`src/rtl/fpw_pkg.sv`:
```
// -----------------------------------------------------------------------------
// fpw_pkg: shared definitions for the frame pattern writer.
//   - state_t    : writer FSM states
//   - MODE_*     : pattern select encodings (iMODE)
//   - pixel_t    : 16-bit pixel, red in the high byte, blue in the low byte
//   - DEF_*      : default frame geometry
// -----------------------------------------------------------------------------
package fpw_pkg;

  typedef enum logic [1:0] {
    IDLE = 2'd0,
    LOAD = 2'd1,
    FILL = 2'd2,
    DONE = 2'd3
  } state_t;

  localparam logic [1:0] MODE_BARS  = 2'd0;
  localparam logic [1:0] MODE_GRAD  = 2'd1;
  localparam logic [1:0] MODE_CHECK = 2'd2;
  localparam logic [1:0] MODE_SOLID = 2'd3;

  typedef struct packed {
    logic [7:0] red;
    logic [7:0] blue;
  } pixel_t;

  localparam int DEF_H_ACTIVE = 640;
  localparam int DEF_V_ACTIVE = 480;

endpackage

```
`src/rtl/fpw_pixel_gen.sv`:
```
// -----------------------------------------------------------------------------
// fpw_pixel_gen: purely combinational pattern generator.
//   i_x      [9:0]  effective column (already offset when scrolling is on)
//   i_y      [9:0]  row
//   i_mode   [1:0]  latched pattern select (MODE_*)
//   i_solid  [15:0] latched solid colour
//   o_pixel  [15:0] {red, blue}
// -----------------------------------------------------------------------------
module fpw_pixel_gen
  import fpw_pkg::*;
#(
  parameter int BAR_W      = 80,
  parameter int CHECK_LOG2 = 5
) (
  input  logic [9:0]  i_x,
  input  logic [9:0]  i_y,
  input  logic [1:0]  i_mode,
  input  logic [15:0] i_solid,
  output logic [15:0] o_pixel
);

  logic [2:0] w_bar;
  logic [7:0] w_bar_lvl;
  pixel_t     w_pix;

  always_comb begin
    // NOTE: every variable gets a default first so no path can infer a latch.
    w_bar     = 3'd0;
    w_pix     = '0;
    // Bar index x/BAR_W built from a comparator chain rather than a divider.
    for (int k = 1; k < 8; k++) begin
      if (i_x >= 10'(k * BAR_W)) w_bar = w_bar + 3'd1;
    end
    // Upper four bars are half intensity.
    w_bar_lvl = w_bar[2] ? 8'h7F : 8'hFF;

    case (i_mode)
      MODE_BARS: begin
        w_pix.red  = w_bar[0] ? w_bar_lvl : 8'h00;
        w_pix.blue = w_bar[1] ? w_bar_lvl : 8'h00;
      end
      MODE_GRAD: begin
        w_pix.red  = i_x[9:2];
        w_pix.blue = i_y[8:1];
      end
      MODE_CHECK: begin
        w_pix = (i_x[CHECK_LOG2] ^ i_y[CHECK_LOG2]) ? 16'hFFFF : 16'h0000;
      end
      default: begin
        w_pix = i_solid;
      end
    endcase
  end

  assign o_pixel = w_pix;

endmodule

```
`src/rtl/frame_pattern_writer.sv`:
```
// -----------------------------------------------------------------------------
// frame_pattern_writer: fills the SDRAM frame buffer with one raster-order
// frame of test-pattern pixels through the write-side FIFO.
//
// Ports:
//   iCLK         write-side clock (FIFO write clock domain)
//   iRST         synchronous active-high reset
//   iSTART       one-cycle start pulse, ignored while busy
//   iCONT        continuous mode, sampled at end of frame
//   iMODE  [1:0] pattern select (bars, gradient, checker, solid)
//   iSOLID [15:0] solid-mode colour
//   iWR_FULL     FIFO full flag (registered inside the FIFO)
//   oWR_EN       write strobe, one pixel per cycle while high
//   oWR_DATA [15:0] pixel {R8,B8}
//   oBUSY        high whenever not idle
//   oFRAME_DONE  one-cycle pulse after the last pixel is accepted
//   oX, oY [9:0] current column / row
//
// Optional build macro FRAME_PATTERN_ANIMATE_EN: adds a horizontal offset that
// advances 8 pixels per frame so bars and checker scroll left.
// -----------------------------------------------------------------------------
module frame_pattern_writer
  import fpw_pkg::*;
#(
  parameter int H_ACTIVE   = DEF_H_ACTIVE,
  parameter int V_ACTIVE   = DEF_V_ACTIVE,
  parameter int BAR_W      = 80,
  parameter int CHECK_LOG2 = 5
) (
  input  logic        iCLK,
  input  logic        iRST,
  input  logic        iSTART,
  input  logic        iCONT,
  input  logic [1:0]  iMODE,
  input  logic [15:0] iSOLID,
  input  logic        iWR_FULL,
  output logic        oWR_EN,
  output logic [15:0] oWR_DATA,
  output logic        oBUSY,
  output logic        oFRAME_DONE,
  output logic [9:0]  oX,
  output logic [9:0]  oY
);

  localparam logic [9:0] X_LAST = 10'(H_ACTIVE - 1);
  localparam logic [9:0] Y_LAST = 10'(V_ACTIVE - 1);

  state_t      r_state;
  state_t      w_next_state;
  logic [9:0]  r_x;
  logic [9:0]  r_y;
  logic [1:0]  r_mode;
  logic [15:0] r_solid;
  logic        w_accept;
  logic        w_last_pixel;
  logic [9:0]  w_x_eff;

  // The FIFO flag is already registered, so the strobe may follow it directly.
  assign w_accept     = (r_state == FILL) && !iWR_FULL;
  assign w_last_pixel = w_accept && (r_x == X_LAST) && (r_y == Y_LAST);

  always_comb begin
    w_next_state = r_state;
    case (r_state)
      IDLE: if (iSTART) w_next_state = LOAD;
      LOAD: w_next_state = FILL;
      FILL: if (w_last_pixel) w_next_state = DONE;
      DONE: w_next_state = iCONT ? LOAD : IDLE;
      default: w_next_state = IDLE;
    endcase
  end

  always_ff @(posedge iCLK) begin
    // NOTE: non-blocking assignments so every register sees pre-edge values.
    if (iRST) begin
      r_state <= IDLE;
      r_x     <= '0;
      r_y     <= '0;
      r_mode  <= MODE_BARS;
      r_solid <= '0;
    end else begin
      r_state <= w_next_state;
      if (r_state == LOAD) begin
        r_x     <= '0;
        r_y     <= '0;
        r_mode  <= iMODE;
        r_solid <= iSOLID;
      end else if (w_accept) begin
        if (r_x == X_LAST) begin
          r_x <= '0;
          // Row holds on the final line; FILL exits on that same edge.
          if (r_y != Y_LAST) r_y <= r_y + 10'd1;
        end else begin
          r_x <= r_x + 10'd1;
        end
      end
    end
  end

`ifdef FRAME_PATTERN_ANIMATE_EN
  logic [9:0]  r_offset;
  logic [10:0] w_x_sum;

  always_ff @(posedge iCLK) begin
    if (iRST) begin
      r_offset <= '0;
    end else if (r_state == DONE) begin
      // Advance by 8, wrapping at the line width.
      if (r_offset >= 10'(H_ACTIVE - 8)) r_offset <= r_offset - 10'(H_ACTIVE - 8);
      else                                r_offset <= r_offset + 10'd8;
    end
  end

  always_comb begin
    w_x_sum = {1'b0, r_x} + {1'b0, r_offset};
    w_x_eff = w_x_sum[9:0];
    if (w_x_sum >= 11'(H_ACTIVE)) w_x_eff = 10'(w_x_sum - 11'(H_ACTIVE));
  end
`else
  assign w_x_eff = r_x;
`endif

  fpw_pixel_gen #(
    .BAR_W      (BAR_W),
    .CHECK_LOG2 (CHECK_LOG2)
  ) u_pixel_gen (
    .i_x     (w_x_eff),
    .i_y     (r_y),
    .i_mode  (r_mode),
    .i_solid (r_solid),
    .o_pixel (oWR_DATA)
  );

  assign oWR_EN      = w_accept;
  assign oBUSY       = (r_state != IDLE);
  assign oFRAME_DONE = (r_state == DONE);
  assign oX          = r_x;
  assign oY          = r_y;

endmodule
```
`config.mk`:
```
export PLATFORM = sky130hd
export DESIGN_NAME = frame_pattern_writer
export DESIGN_NICKNAME = d
export VERILOG_FILES = /design/src/rtl/fpw_pkg.sv /design/src/rtl/fpw_pixel_gen.sv /design/src/rtl/frame_pattern_writer.sv
export SDC_FILE = /design/constraint.sdc
export NUM_CORES = 1
export LEC_CHECK = 0
export ABC_AREA = 1
export BUFFER_PORTS_ARGS = -buffer_cell sky130_fd_sc_hd__buf_2
export CAP_MARGIN = 20
export CORE_MARGIN = 2
export CORE_UTILIZATION = 55
export DETAILED_ROUTE_END_ITERATION = 10
export HOLD_SLACK_MARGIN = 0.15
export PLACE_DENSITY = 0.77
export SYNTH_ARGS = -nofsm -noshare
export SYNTH_HDL_FRONTEND = slang
export SYNTH_HIERARCHICAL = 1
export SYNTH_SLANG_ARGS = --single-unit
```
`constraint.sdc`:
```
create_clock -name iCLK -period 4.4 [get_ports iCLK]
set_input_delay 0.22 -clock iCLK [delete_from_list [all_inputs] [get_ports iCLK]]
set_output_delay 0.22 -clock iCLK [all_outputs]
set_load 0.01 [all_outputs]
```
Word-level counts from Yosys, hierarchy flattened

Index checks and enable logic that the tools add are counted.
W data, S select, Z words.

Register bits: 40
Bits of input ports: 23
Output and inout port bits: 39
Word-level logic and storage cells: 58

$add $sub $neg: 8
Order comparisons: 7
Equality and inequality tests: 10
Mux-type cells: 17
Bitwise logic cells: 1
Reduce and logical (&&, ||, !) cells: 10

Operator list:

| cell                    | number |
|---|---|
| $pmux W16 S3            | 1 |
| $ge A10 B9 Y1 const B   | 3 |
| $mux W8                 | 3 |
| $add A10 B1 Y10 const B | 2 |
| $ge A10 B8 Y1 const B   | 2 |
| $mux W3                 | 6 |
| $mux W16                | 1 |
| $add A3 B1 Y3 const B   | 5 |
| $eq A10 B10 Y1 const B  | 1 |
| $eq A10 B9 Y1 const B   | 1 |
| $ge A10 B10 Y1 const B  | 1 |
| $ge A10 B7 Y1 const B   | 1 |
| $mux W10                | 1 |
| $ne A10 B9 Y1 const B   | 1 |
| $pmux W2 S4             | 1 |
| $eq A2 B2 Y1 const B    | 3 |
| $eq A2 B1 Y1 const B    | 2 |
| $logic_not A2 Y1        | 2 |
| $mux W2                 | 2 |
| $ne A2 B2 Y1 const B    | 2 |
| $logic_and A1 B1 Y1     | 3 |
| $reduce_and A3 Y1       | 1 |
| $add A1 B1 Y2 const B   | 1 |
| $mux W1                 | 2 |
| other kinds (5)         | 5 |

Longest topological paths before layout

Depth in word-level cells: 17
Gate-level depth with buffers: 29
Depth with buffers taken out: 29

By module

The synthesis kept the hierarchy.

By module, submodules not included:

| module               | instances | cells an instance | area an instance (um2) | seq. area each (um2) |
|---|---|---|---|---|
| frame_pattern_writer | 1         | 275               | 1929.4                 | 800.8 |
| fpw_pixel_gen        | 1         | 168               | 917.1                  | 0.0 |

Worst setup path after synthesis

No wires, ideal clock.

Kind: register to output
Start: register r_x[8], in the netlist oX[8]
End: output oWR_DATA[7]
Arrival time: 3584 ps
Data required time: 4180 ps
Setup slack: 596 ps
Cell stages (with the launch flop): 29
Path buffers: 0
Path through: dfxtp_1 nor2_4 inv_2 nor2_1 o21ai_0 ha_1 inv_1 nand2_1 nand2_1 ha_1 nand3_1 nand2_1 ha_1 or2_4 nand2_1 inv_1 ha_1 nand2_1 nand2_1 ha_1 inv_1 nor2_1 nand3b_1 nand2_1 nand2_1 nand2_1 inv_2 nand3_1 nand3_1

Longest elaborated chain between the ends: 17
Elaborated cells between the ends (all ways): 23
Classes of those cells: add/sub (6); order compare (7); mux (10)

RTL lines:

| what                   | line                       | source |
|---|---|---|
| start, declared        | frame_pattern_writer.sv:50 | `logic [9:0] r_x;` |
| start signal, assigned | frame_pattern_writer.sv:94 | `r_x <= r_x + 10'd1;` |
| $ge A10 B7 Y1          | fpw_pixel_gen.sv:32        | `if (i_x >= 10'(k * BAR_W)) w_bar = w_bar + 3'd1;` |
| $mux W1                | fpw_pixel_gen.sv:32        |  |
| $add A1 B1 Y2          | fpw_pixel_gen.sv:32        |  |
| $mux W3                | fpw_pixel_gen.sv:32        |  |
| $add A3 B1 Y3          | fpw_pixel_gen.sv:32        |  |
| $mux W3                | fpw_pixel_gen.sv:32        |  |
| $add A3 B1 Y3          | fpw_pixel_gen.sv:32        |  |
| $mux W3                | fpw_pixel_gen.sv:32        |  |
| $add A3 B1 Y3          | fpw_pixel_gen.sv:32        |  |
| $mux W3                | fpw_pixel_gen.sv:32        |  |
| $add A3 B1 Y3          | fpw_pixel_gen.sv:32        |  |
| $mux W3                | fpw_pixel_gen.sv:32        |  |
| $add A3 B1 Y3          | fpw_pixel_gen.sv:32        |  |
| $mux W3 *              | fpw_pixel_gen.sv:32        |  |
| $mux W8                | fpw_pixel_gen.sv:35        | `w_bar_lvl = w_bar[2] ? 8'h7F : 8'hFF;` |
| $mux W8 *              | fpw_pixel_gen.sv:40        | `w_pix.blue = w_bar[1] ? w_bar_lvl : 8'h00;` |
| $pmux W16 S3 *         | fpw_pixel_gen.sv:37        | `case (i_mode)` |
| end, declared          | frame_pattern_writer.sv:38 | `output logic [15:0] oWR_DATA,` |

Every way passes the cells marked *; elsewhere a longest branch is shown, timed or not.

Worst setup path after layout

Start: register r_x[9], in the netlist oX[9]
End: output oWR_DATA[7]

Same word-level chain as after synthesis.

==> impl_metrics.tcl <==
set metrics [dict create \
    status "completed" \
    area_growth_pct 19.2 \
    required_ns 4.18 \
    synth_area_leaders "dfxtp_1, nand2_1, nor2_1" \
    ant_nets 0 \
    vias_per_cell 5.33 \
    yosysTopAreaCell "dfxtp_1" \
    maxCapViolCount 0 \
    max_freq_mhz 239 \
    r2r-end "r_mode[0]" \
    antenna_cells 0 \
    clock-sinks 40 \
    peakVddDrop_v 0.000245 \
    syn_area_um2 2850 \
    yosys.cell_types.count 34 \
    synth_edf_count 0 \
    whs_ns 0.155 \
    cp_common_cell "nand2_1" \
    clock_skew_ns 0.00578 \
    cts_buffers 5 \
    hold_viol_final 0 \
    dr_total_vias 3094 \
    ys_ff_latch 40 \
    portBuffers 61 \
    drcViolationCount 0 \
    reg2reg_slack_ns 2.32 \
    die_w_um 75.9 \
    die_area_um2 5770 \
    synth.yosys.seq_area_share_pct 28.1 \
    synth_ff_type "dfxtp_1" \
    clkPwrFrac_pct 22.5 \
    syn-num-nets 479 \
    syn_inst 443 \
    fp.dieH_um 75.9 \
    drt_wl_total_um 7390 \
    rows 26 \
    synthTopCellsByCount "nand2_1, nor2_1, nand3_1, dfxtp_1, inv_1" \
    grt_pass1_wl_um 12000 \
    p_leak_uw 0.00164 \
    final_nets 547 \
    setup_tns_ns 0 \
    power_frac_seq_pct 47.2 \
    grt_usage_pct 24.8 \
    crit_fanout 5 \
    io_pins 62 \
    clkLatencyLatePin_ns 0.29 \
    p_sw_uw 392 \
    yosysTopAreaCellShare_pct 28.1 \
    drtPass1Iterations 4 \
    grt_max_degree 21 \
    core_area_um2 5040 \
    grt_antenna_before_repair 0 \
    max_stage_delay_ns 0.37 \
    hold_path_class "primary input to flop" \
    tightestPinTransition_ns 0.642 \
    grt_overflow_total 0 \
    power_density_nw_per_um2 303 \
    slew_headroom_pct 57.1 \
    swShare_pct 38.1 \
    avgSynthCellArea_um2 6.43 \
    cpMaxStageDelayCell "dfxtp_4" \
    crit_type "flop to output port" \
    worstSetupEndpointType "output port" \
    worstRegToRegCells 5 \
    yosysWarnings 6 \
    cts_tree "yes" \
    cts-root-buf "clkbuf_8" \
    pwr-share-comb_pct 30.3 \
    worstReg2RegStart "r_state[1]" \
    crit_path_start_kind "flop" \
    clockBufferDepth 2 \
    fill_cells 468 \
    cts_max_level 2 \
    maxSlewViolCount 0 \
    initial_core_util_pct 56.5 \
    routedWlPerCell_um 12.7 \
    grt_pass1_vias 2725 \
    crit_end "oWR_DATA[7]" \
    arrival_ns 3.97 \
    rsz0062_at_grt "no" \
    gp_congestion 0.839 \
    finalCritPeriodShare_pct 95.3 \
    drive_above_1_share_pct 25.8 \
    setup_violations 0 \
    clk_pin_slew_worst_paths_ns 0.08 \
    initialDrtViolationCount 149 \
    synth_most_common_cell "nand2_1" \
    min_period_ns 4.19 \
    ys_async_sr_fraction_pct 0 \
    internal_power_uw 637 \
    crit_start "oX[9]" \
    dp_hpwl_um 5560 \
]
[worst max-delay path: cells and delay by family, from the launching register on]
kind | cells | cell delay (ns)
fa+ha+maj | 5 | 1.31
flops | 1 | 0.37
buf+inv | 6 | 0.48
simple gates | 17 | 1.54
[sequential cells by signal, indices dropped and copies added, names as in the netlist]
name	cells
oY	10
oX	10
r_state	2
r_mode	2
r_solid	16
[area by class of cell]
cell class | count | area [um2] | share of cell area [%]
timing repair buffer | 71 | 383 | 11.3
clock buffer | 6 | 72.6 | 2.14
inverter | 52 | 199 | 5.86
sequential | 40 | 808 | 23.8
clock inverter | 1 | 5.00 | 0.147
tap | 70 | 87.6 | 2.58
multi-input combinational | 341 | 1840 | 54.2
[kinds of logic after synthesis]
logic type	count (synthesis)	synth area share, %
compound gates	44	8.22
xor+xnor	8	2.46
fa+ha+maj	13	5.71
buf+inv	62	8.39
flops	40	28.1
simple gates	276	47.1
[repair_timing]
action | in CTS | in global routing
setup buffers | 2 | 2
pin swaps | 2 | 1
hold buffers | 1 | 0
endpoints found under the setup margin | 9 | 9
gates resized for setup | 0 | 12
endpoints found under the hold margin | 1 | 0
[how the worst min path moves through the flow]
| stage | start | endpoint | slack (ns) | cells after the start |
|---|---|---|---|---|
| 2_1_floorplan | iRST | r_solid[1] | 0.29 | 1 |
| 3_3_place_gp | iRST | r_solid[1] | 0.42 | 2 |
| 3_5_place_dp | iRST | r_solid[1] | 0.42 | 2 |
| 4_1_cts | iSOLID[13] | r_solid[13] | 0.15 | 3 |
| 5_1_grt | iSOLID[15] | r_solid[15] | 0.17 | 3 |
| 6_report | iSOLID[13] | r_solid[13] | 0.16 | 3 |
[stage by stage]
step / cell area, um2 / worst slack, ns / util (%) / std cells / total power [uW]
after global placement: 3230 / 0.409 / 64.1 / 569 / 796
after floorplan: 2850 / 0.596 / - / 443 / 720
after detailed placement: 3230 / 0.219 / 64.1 / 569 / 804
after global routing: 3390 / 0.0129 / 67.3 / 581 / 1100
after CTS: 3340 / 0.0451 / 66.2 / 579 / 1040
final: 3390 / 0.209 / 67.3 / 581 / 1030
[layout by cell type (no fill, tap or decap), types with 2 or more instances in the layout]
| master | instances |
|---|---|
| nor2_4 | 4 |
| nand4_1 | 13 |
| ha_1 | 12 |
| inv_2 | 7 |
| nand3b_1 | 2 |
| nand2_1 | 98 |
| o21ai_2 | 3 |
| nor3_1 | 7 |
| nor2_1 | 73 |
| a21oi_1 | 14 |
| o21ai_1 | 2 |
| dfxtp_1 | 38 |
| inv_1 | 40 |
| clkinv_1 | 3 |
| nand3_1 | 41 |
| clkbuf_8 | 5 |
| nand2_4 | 2 |
| buf_4 | 9 |
| nand4_2 | 5 |
| nand2_2 | 11 |
| o21ai_0 | 22 |
| dfxtp_4 | 2 |
| xor2_1 | 7 |
| nand3_2 | 12 |
| nor2_2 | 4 |
| clkinv_2 | 2 |
| buf_2 | 61 |
[power by group through the flow]
stage / registers (uW) / logic [uW] / clock network [uW]
floorplan: 468 / 252 / 0
detailed placement: 494 / 310 / 0
CTS: 486 / 314 / 239
finish: 485 / 312 / 231
global placement: 491 / 304 / 0
global route: 497 / 359 / 247
[per-layer routing]
metal  GRT usage, %  vias up  routed length (um)
met5              0        -                   0
met2           44.4       75                3720
met3           4.05       12                 249
li1               -     1568                   -
met4           8.18        0                  90
met1           30.2     1439                3320
Note: power is estimated with default switching activity, not from simulation.
